--- src/rtl/i2c_arbiter.sv ---
// i2c_arbiter: shares one I2C core between N_REQ requesters.
// Each transaction is granted round-robin. Its fields are latched onto the
// core-side outputs, and a one-cycle data_valid strobe starts the core. The
// arbiter then follows core_busy until the core finishes. Completion returns
// a one-cycle done pulse, the read byte and an error flag. err=1 means the
// core never went busy within BUSY_TIMEOUT cycles.
module i2c_arbiter #(
    parameter int N_REQ        = 2,
    parameter int BUSY_TIMEOUT = 1000
) (
    input  logic                 clk,
    input  logic                 rst,

    // requester side
    input  logic [N_REQ-1:0]     req,
    input  logic [N_REQ-1:0]     req_rw,
    input  logic [7*N_REQ-1:0]   req_slave_addr,
    input  logic [8*N_REQ-1:0]   req_reg_addr,
    input  logic [8*N_REQ-1:0]   req_reg_data,
    output logic [N_REQ-1:0]     grant,
    output logic [N_REQ-1:0]     done,
    output logic                 err,
    output logic [7:0]           rd_data,

    // core side
    input  logic                 core_busy,
    input  logic [7:0]           core_rd_data,
    output logic                 data_valid,
    output logic                 rw,
    output logic [6:0]           slave_addr,
    output logic [7:0]           reg_addr,
    output logic [7:0]           reg_data
);

    // N_REQ is at least 2, so the index width is at least one bit.
    localparam int PTR_W = $clog2(N_REQ);
    localparam int CNT_W = $clog2(BUSY_TIMEOUT) + 1;

    localparam logic [CNT_W-1:0] CNT_LAST  = CNT_W'(BUSY_TIMEOUT - 1);
    localparam logic [PTR_W-1:0] PTR_RESET = PTR_W'(N_REQ - 1);

    typedef enum logic [2:0] {
        IDLE,
        ISSUE,
        WAIT_BUSY,
        WAIT_DONE,
        COMPLETE
    } state_t;

    state_t            state;
    state_t            next_state;

    // Index of the last requester served. The search for the next winner
    // starts one past it.
    logic [PTR_W-1:0]  ptr;

    // Index of the requester that owns the transaction in flight.
    logic [PTR_W-1:0]  owner;

    // Cycles spent in WAIT_BUSY waiting for the core to accept the strobe.
    logic [CNT_W-1:0]  cnt;

    // Round-robin search results.
    logic              win_found;
    logic [PTR_W-1:0]  win_idx;
    logic [PTR_W-1:0]  cand;

    // Control strobes from the FSM to the datapath.
    logic              latch_en;
    logic              cnt_clr;
    logic              cnt_inc;
    logic              timeout_hit;
    logic              busy_done;

    // Pick the first requesting index after ptr, wrapping modulo N_REQ.
    always_comb begin
        // NOTE: every variable gets a default before the loop. Without it
        // some paths leave it unassigned, and synthesis infers a latch.
        win_found = 1'b0;
        win_idx   = '0;
        cand      = '0;
        for (int off = 1; off <= N_REQ; off++) begin
            cand = PTR_W'((int'(ptr) + off) % N_REQ);
            if (!win_found && req[cand]) begin
                win_found = 1'b1;
                win_idx   = cand;
            end
        end
    end

    // State register; an asynchronous reset returns the sequencer to IDLE.
    always_ff @(posedge clk or negedge rst) begin
        // NOTE: sequential state uses non-blocking assignments. All registers
        // then update together at the edge, whatever order the blocks run in.
        if (!rst) begin
            state <= IDLE;
        end else begin
            state <= next_state;
        end
    end

    // Next-state logic with the per-state strobes and outputs.
    always_comb begin
        next_state  = state;
        latch_en    = 1'b0;
        cnt_clr     = 1'b0;
        cnt_inc     = 1'b0;
        timeout_hit = 1'b0;
        busy_done   = 1'b0;
        data_valid  = 1'b0;
        done        = '0;

        case (state)
            IDLE: begin
                // The core must be free before a new transaction is latched.
                if (win_found && !core_busy) begin
                    latch_en   = 1'b1;
                    next_state = ISSUE;
                end
            end

            ISSUE: begin
                data_valid = 1'b1;
                cnt_clr    = 1'b1;
                next_state = WAIT_BUSY;
            end

            WAIT_BUSY: begin
                // Busy seen on the final counted cycle still counts as success.
                if (core_busy) begin
                    next_state = WAIT_DONE;
                end else if (cnt == CNT_LAST) begin
                    timeout_hit = 1'b1;
                    next_state  = COMPLETE;
                end else begin
                    cnt_inc = 1'b1;
                end
            end

            WAIT_DONE: begin
                // Once the core has started, the arbiter waits for it without
                // a time limit.
                if (!core_busy) begin
                    busy_done  = 1'b1;
                    next_state = COMPLETE;
                end
            end

            COMPLETE: begin
                done       = grant;
                next_state = IDLE;
            end

            default: begin
                next_state = IDLE;
            end
        endcase
    end

    // Latch the winner's fields and grant, and keep them until the next latch.
    always_ff @(posedge clk or negedge rst) begin
        if (!rst) begin
            rw         <= 1'b0;
            slave_addr <= '0;
            reg_addr   <= '0;
            reg_data   <= '0;
            owner      <= '0;
            grant      <= '0;
        end else if (latch_en) begin
            owner <= win_idx;
            for (int i = 0; i < N_REQ; i++) begin
                if (win_idx == PTR_W'(i)) begin
                    rw         <= req_rw[i];
                    slave_addr <= req_slave_addr[7*i +: 7];
                    reg_addr   <= req_reg_addr[8*i +: 8];
                    reg_data   <= req_reg_data[8*i +: 8];
                    grant      <= N_REQ'(1) << i;
                end
            end
        end else if (state == COMPLETE) begin
            // The address and data fields stay on the core bus; only the
            // grant is released.
            grant <= '0;
        end
    end

    // After each completion, move the round-robin pointer to the requester
    // just served.
    always_ff @(posedge clk or negedge rst) begin
        if (!rst) begin
            ptr <= PTR_RESET;
        end else if (state == COMPLETE) begin
            ptr <= owner;
        end
    end

    // Count the cycles spent waiting for core_busy after the strobe.
    always_ff @(posedge clk or negedge rst) begin
        if (!rst) begin
            cnt <= '0;
        end else if (cnt_clr) begin
            cnt <= '0;
        end else if (cnt_inc) begin
            cnt <= cnt + CNT_W'(1);
        end
    end

    // Record the result: the error flag, and the read byte for reads only.
    always_ff @(posedge clk or negedge rst) begin
        if (!rst) begin
            err     <= 1'b0;
            rd_data <= '0;
        end else if (timeout_hit) begin
            err <= 1'b1;
        end else if (busy_done) begin
            err <= 1'b0;
            if (rw) begin
                rd_data <= core_rd_data;
            end
        end
    end

endmodule

--- config.mk ---
export PLATFORM = sky130hd
export DESIGN_NAME = i2c_arbiter
export DESIGN_NICKNAME = d
export VERILOG_FILES = /design/src/rtl/i2c_arbiter.sv
export SDC_FILE = /design/constraint.sdc
export NUM_CORES = 1
export LEC_CHECK = 0
export BUFFER_PORTS_ARGS = -buffer_cell sky130_fd_sc_hd__buf_4
export CAP_MARGIN = 30
export CORE_MARGIN = 8
export CORE_UTILIZATION = 43
export CTS_CLUSTER_DIAMETER = 30
export DETAILED_ROUTE_END_ITERATION = 7
export PLACE_DENSITY = 0.87
export SLEW_MARGIN = 15
export SYNTH_ARGS = -nofsm -noshare
export SYNTH_HDL_FRONTEND = slang
export SYNTH_SLANG_ARGS = --single-unit
--- constraint.sdc ---
create_clock -name clk -period 1.7 [get_ports clk]
set_input_delay 0.085 -clock clk [delete_from_list [all_inputs] [get_ports clk]]
set_output_delay 0.085 -clock clk [all_outputs]
set_load 0.03 [all_outputs]
==> summary.md, run 1 <==
| Metric | Value |
|---|---|
| IO buf count | `98` |
| Max Root-Sink Buffers | `2` |
| CP Class | `flop to flop` |
| Max Clock Skew | `0.004581 ns` |
| CP max-delay cell | `or4_1` |
| Total grt overflow | `0` |
| Crit path max fanout | `9` |
| Routed met2 length | `2962 um` |
| Syn_area_per_cell | `10.82 sq um` |
| Die Y | `90.08 um` |
| Hpwl dp | `4515 um` |
| Post-synth EDFFs | `0` |
| Seq/Total Area, Yosys | `0.5414` |
| CP Cell Sequence | `buf_4 > nor4b_2 > nand2_1 > or4_1 > a21oi_1` |
| Max-cap viol count | `0` |
| Rel. slew slack | `0.5832` |
| Register bit total from synthesis | `51` |
| PwrDens | `1558 nW/um^2` |
| Fin nets | `390` |
| CTS tree | `yes` |
| Initial antenna violation count | `0` |
| Final slew viol count | `0` |
| Die Span X | `90.08 um` |
| Yosys cell types | `39` |
| Slowest cell delay on critical path | `0.48 ns` |
| Hold Path Class | `input port to flop` |
| CTS Root Cell | `clkbuf_8` |
| Setup WS pre-CTS | `-0.002144 ns` |
| Pleak | `1.751 nW` |
| Final weighted congestion in routability-driven placement | `0.8282` |
| Antenna cells | `0` |
| Drc violations | `0` |
| Crit path required time | `1.93 ns` |
| Final Util | `0.6356` |
| Vias/cell | `4.948` |
| Post-synth top cells | `dfrtp_1, nand2_1, o21ai_0, mux2i_1, mux2_2` |
| Global-route wire length before repair | `9936 um` |
| # H-tree levels | `2` |
| Unrepaired setup endpoints after global routing | `true` |
| Max Used Layer | `met4` |
| Critical Path AT | `1.92 ns` |
| Tcrit/Tclk final | `0.9923` |
| Top post-synthesis cells by area | `dfrtp_1, mux2i_1, o21ai_0` |
| Skew-Pair Late Insertion Delay | `0.30 ns` |
| Peak Freq | `592.8 MHz` |
| Layout cells sized above 1 | `0.4225` |
| Area share of the leading cell type in the synthesized netlist | `0.5302` |
| Least-Margin Pin Slew | `0.6252 ns` |
| Dominant cell type by area after synthesis | `dfrtp_1` |
| Met1 Routed Length | `2385 um` |
| Die Area | `8114 sq um` |
| Mapped Area | `2360 sq um` |
| Clk slew on worst S/H paths | `0.09 ns` |
| Num CTS Buffers | `5` |
| Compound-cell area share of the yosys netlist | `0.07847` |
| Final setup fails | `0` |
| Multiplexer share of the synthesized area | `0.1580` |
| Tot GR Track Use | `0.1462` |
| Status | `complete, no violations` |
| CP endpoint kind | `flop` |
| Number of global-route vias before repair | `2,154` |
| # clock sinks | `51` |
| YS warnings | `0` |
| Syn nets | `280` |
| Simple-gate share of the synthesized area | `0.1702` |
| Area share of fa/ha/maj cells after synthesis | `0.005302` |
| Largest family of logic cells by synthesized area | `simple AND/OR/NAND/NOR gates` |
| CP Launch Type | `flop` |
| Met3 Wirelength | `415 um` |
| Post-Synthesis Cells | `218` |
| XOR/XNOR Fraction of Synth Area | `0.02227` |
| Routed length per instance | `14.59 um` |
| Top FF cell, synth | `dfrtp_1` |
| Final WL | `5852 um` |
| Hold violation count in the final report | `0` |
| PnR worst setup slack | `0.01305 ns` |
| Rows | `27` |
| Via Count | `1,984` |
| Most numerous cell in the Yosys netlist | `dfrtp_1` |
| Pin count of the biggest net entering global routing | `55` |
| Boundary Pins | `99` |
| Core Footprint | `5405 sq um` |
| Final Critical Period | `1.687 ns` |
| Router iterations before antenna repair | `4` |
| Asr flop ratio synth | `1.000` |
| Area Growth Syn to Fin | `45.60%` |
| Antenna viol nets, final | `0` |
| VDD IR max | `0.0006667 V` |
| Initial Util | `0.4366` |
| Initial drt markers | `69` |
==> layer usage <==
metal,up-vias,GRT usage
li1,981,-
met1,929,0.1622
met4,0,0.05825
met5,-,0
met3,7,0.05154
met2,67,0.2497
==> worst max-delay path, delay by kind of cell (launching register included) <==
kind                   cells  cell delay [ns]
AOI/OAI and AO/OA          1             0.15
buffers and inverters      1             0.18
DFF                        1             0.40
and+or+nand+nor            3             0.90
==> sequential cells by signal, indices dropped and copies added (netlist names) <==
name	count
slave_addr	7
ptr	1
reg_addr	8
cnt	11
rd_data	8
reg_data	8
state	3
owner	1
err	1
rw	1
grant	2
==> worst paths after layout <==
check	cells after the start	from	end	slack [ns]
max in group asynchronous	2	rst	reg_addr[6]	0.94
worst max-delay path	5	state[2]	cnt[10]	0.01
worst min-delay path	2	core_rd_data[1]	rd_data[1]	0.02
worst min register to register	2	reg_data[2]	reg_data[2]	0.49
worst max register to register	5	state[2]	cnt[10]	0.01
min in group asynchronous	2	rst	cnt[6]	0.35
==> cell type report <==
| class | count | area (sq um) |
|---|---|---|
| multi-input cells | 155 | 1061 |
| fillers | 450 | 1969 |
| flip-flops and latches | 51 | 1277 |
| repair buffers | 114 | 890.9 |
| well taps | 72 | 90.09 |
| inverters | 1 | 3.754 |
| clock buffers | 5 | 68.82 |
| clock inverters | 3 | 43.79 |
==> layout by cell type, fill, tap and decap left out, types with 3 or more instances in the layout <==
master / instances
clkbuf_8: 5
nand2_1: 34
nand3_1: 7
o21ai_0: 28
and3_1: 3
dfrtp_1: 50
and2_1: 3
nor3_1: 4
mux2_2: 10
dlygate4sd3_1: 4
nand2b_1: 3
buf_4: 108
mux2i_1: 26
xnor2_1: 5
nor2_1: 7
a21oi_1: 3
==> logic make-up (layout without fill, tap and decap cells) <==
kind of cell / Yosys count / count (layout)
adder cells (fa/ha/maj): 1 / 1
AO/OA/AOI/OAI: 35 / 35
multiplexers: 36 / 36
buffers and inverters: 12 / 123
XOR/XNOR: 6 / 6
AND/OR/NAND/NOR: 77 / 77
flip-flops: 51 / 51
==> where the power goes <==
part / total, mW / internal (mW) / leakage, nW / switching, mW
registers: 1.97 / 1.67 / 0.650 / 0.291
logic: 2.57 / 1.07 / 1.04 / 1.50
clock network: 0.821 / 0.438 / 0.0581 / 0.383
==> repair_timing <==
item	4_1_cts	5_1_grt
buffers inserted	0	0
gates resized for setup	2	3
hold buffers	3	1
hold endpoints to repair	52	1
endpoints found under the setup margin	9	14
==> per-stage QoR <==
step | cell area [sq um] | power, mW | TNS [ns] | hold slack (ns) | std cells
after floorplan | 2370 | 3.481 | 0 | -0.2106 | 218
after detailed placement | 3258 | 4.556 | -0.002497 | 0.1513 | 389
after global routing | 3436 | 5.708 | -0.07082 | 0.008952 | 401
after CTS | 3411 | 5.410 | 0 | 0.001484 | 400
final | 3436 | 5.354 | 0 | 0.01544 | 401
after global placement | 3258 | 4.469 | 0 | 0.1477 | 389
Power figures use the tool's default switching activity.
==> run 2, diff against run 1 <==
--- a/config.mk
+++ b/config.mk
@@ -9,6 +9,7 @@
 export CAP_MARGIN = 30
 export CORE_MARGIN = 8
 export CORE_UTILIZATION = 43
+export CTS_BUF_LIST = sky130_fd_sc_hd__clkbuf_16
 export CTS_CLUSTER_DIAMETER = 30
 export DETAILED_ROUTE_END_ITERATION = 7
 export PLACE_DENSITY = 0.87
==> run 2 against run 1 <==
- clock power is 35% higher
- cell area is 1.4% higher
- critical path depth stayed put
- critical path type unchanged
- clock-buffer cell count stayed put
- largest power group unchanged
==> summary.md, run 2 (same netlist as run 1, synthesis figures left out) <==
| Metric | Value |
|---|---|
| Status | `complete, no violations` |
| Least-Margin Pin Slew | `0.6259 ns (+0.0006835 ns)` |
| Boundary Pins | `99 (unchanged)` |
| Final weighted congestion in routability-driven placement | `0.8282 (unchanged)` |
| Routed length per instance | `14.71 um (+0.79%)` |
| Rel. slew slack | `0.5827 (about the same)` |
| RR Startpoint | `state[2]` |
| Critical Path Start | `state[2]` |
| Final setup fails | `0 (unchanged)` |
| Tcrit/Tclk final | `0.9823 (-0.01006)` |
| Initial Util | `0.4366 (unchanged)` |
| Hold violation count in the final report | `0 (unchanged)` |
| Non-filler cells, final | `399 (-0.50%)` |
| Post-placement cell count | `389 (unchanged)` |
| CP Class | `flop to flop` |
| Final hold slack | `0.03292 ns (+0.01747 ns)` |
| Fillers | `450 (unchanged)` |
| Pin count of the biggest net entering global routing | `55 (unchanged)` |
| CP Cell Sequence | `buf_4 > nor4b_4 > nand2_1 > or4_1 > a21oi_1` |
| CP max-delay cell | `or4_1` |
| # H-tree levels | `2 (unchanged)` |
| Rows | `27 (unchanged)` |
| Die Area | `8114 sq um (unchanged)` |
| Number of global-route vias before repair | `2,170 (+0.74%)` |
| Die Y | `90.08 um (unchanged)` |
| Met3 Use GR | `0.04904 (-0.002494)` |
| GRT Max-Usage Layer | `met2` |
| Initial antenna violation count | `0 (unchanged)` |
| Tot GR Track Use | `0.1453 (-0.0009094)` |
| Hold Path Class | `input port to flop` |
| Cell family with most CP delay | `simple AND/OR/NAND/NOR gates` |
| Unrepaired setup endpoints after global routing | `true` |
| VDD IR max | `0.0006716 V (+0.72%)` |
| Critical Path AT | `1.88 ns (-0.04 ns)` |
| Cell area after layout | `3485 sq um (+1.4%)` |
| Max reg flops | `11 (unchanged)` |
| CTS tree | `yes` |
| Clk slew on worst S/H paths | `0.07 ns (-0.02 ns)` |
| Num CTS Buffers | `5 (unchanged)` |
| Hpwl dp | `4515 um (unchanged)` |
| CP Launch Type | `flop` |
| Bufs and invs on worst path | `1 (unchanged)` |
| Max-cap viol count | `0 (unchanged)` |
| # clock sinks | `51 (unchanged)` |
| Crit path required time | `1.91 ns (-0.02 ns)` |
| Worst hold path startpoint | `core_rd_data[2]` |
| Area Growth Syn to Fin | `47.67%` |
| Die Span X | `90.08 um (unchanged)` |
| CP endpoint kind | `flop` |
| Final WL | `5869 um (+0.29%)` |
| Vias/cell | `4.902 (-0.92%)` |
| Commonest non-fill, non-tap cells in the layout | `buf_4, dfrtp_1, nand2_1` |
| Skew-Pair Late Insertion Delay | `0.28 ns (-0.02 ns)` |
| Antenna cells | `0 (unchanged)` |
| Peak Freq | `598.9 MHz (+1.0%)` |
| Commonest non-fill, non-tap cell in the layout | `buf_4` |
| Fin nets | `388 (-0.51%)` |
| Antenna viol nets, final | `0 (unchanged)` |
| GR Layer Usage met1 | `0.1632 (+0.0009429)` |
| Core Footprint | `5405 sq um (unchanged)` |
| CTS Root Cell | `clkbuf_16` |
| Layout cells sized above 1 | `0.4281 (+0.005642)` |
| Placed cell area | `3258 sq um (unchanged)` |
| Router iterations before antenna repair | `4 (unchanged)` |
| Initial drt markers | `81 (+17%)` |
| Via Count | `1,956 (-1.4%)` |
| Slowest cell delay on critical path | `0.49 ns (about the same)` |
| Global-route wire length before repair | `9970 um (+0.34%)` |
| Max Clock Skew | `0.005221 ns (+0.0006396 ns)` |
| TNS Setup | `0 ns (unchanged)` |
| IO buf count | `98 (unchanged)` |
| Max Root-Sink Buffers | `2 (unchanged)` |
| Final Critical Period | `1.670 ns (-0.01709 ns)` |
| Met2 Use GR | `0.2497 (unchanged)` |
| PwrDens | `1628 nW/um^2 (+4.5%)` |
| Final slew viol count | `0 (unchanged)` |
| Drc violations | `0 (unchanged)` |
| Crit path max fanout | `9 (unchanged)` |
| Total grt overflow | `0 (unchanged)` |
| Pleak | `1.775 nW (+1.4%)` |
| Biggest register | `cnt` |
==> run 2: changes by cell type in the layout (fill, tap and decap cells not counted), sizes merged <==
cell	change
buf	+1
dlygate4sd3	-3
==> run 2: metal layers <==
| layer | vias up | routed length [um] |
|---|---|---|
| li1 | 978 | - |
| met1 | 901 | 2379 |
| met2 | 71 | 2995 |
| met5 | - | 0 |
| met3 | 6 | 427 |
| met4 | 0 | 66 |
==> run 2: worst register-to-register path, stage by stage (launching register included) <==
cell	delay [ns]
dfrtp_1	0.39
buf_4	0.18
nor4b_4	0.28
nand2_1	0.11
or4_1	0.49
a21oi_1	0.16
==> run 2: cell type report <==
cell class                 instances  area, sq um  share of cell area
clock buffer                       5        125.1             0.03591
tap                               72        90.09             0.02585
timing repair buffer             112        868.3              0.2492
multi-input combinational        155         1076              0.3088
clock inverter                     3        43.79             0.01257
inverter                           1        3.754            0.001077
sequential                        51         1277              0.3666
==> run 2: final timing paths <==
path / to / slack [ns] / depth (start not counted)
max in group asynchronous: cnt[0] / 0.91 / 2
min: rd_data[2] / 0.03 / 2
min reg2reg: reg_data[2] / 0.48 / 2
max reg2reg: cnt[10] / 0.03 / 5
min in group asynchronous: cnt[6] / 0.37 / 2
max: cnt[10] / 0.03 / 5
==> run 2: power breakdown <==
group | leakage [nW] | switching [mW] | total [mW] | internal, mW
registers | 0.650 | 0.301 | 1.98 | 1.68
clock network | 0.0838 | 0.413 | 1.11 | 0.693
logic | 1.04 | 1.50 | 2.59 | 1.09
==> run 2: through the flow <==
stage          power (mW)    util  worst slack [ns]
3_3_place_gp        4.469  0.6028            0.1029
6_report            5.673  0.6447           0.03014
3_5_place_dp        4.556  0.6028         -0.002144
2_1_floorplan       3.481       -           0.02543
5_1_grt             6.028  0.6447          -0.04488
4_1_cts             5.698  0.6377           0.03290
==> run 2: timing repair <==
action | 4_1_cts | 5_1_grt
setup buffers | 0 | 1
hold endpoints to repair | 50 | 0
endpoints found under the setup margin | 9 | 13
pin swaps | 0 | 1
hold buffers | 1 | 0
resized for setup | 2 | 5
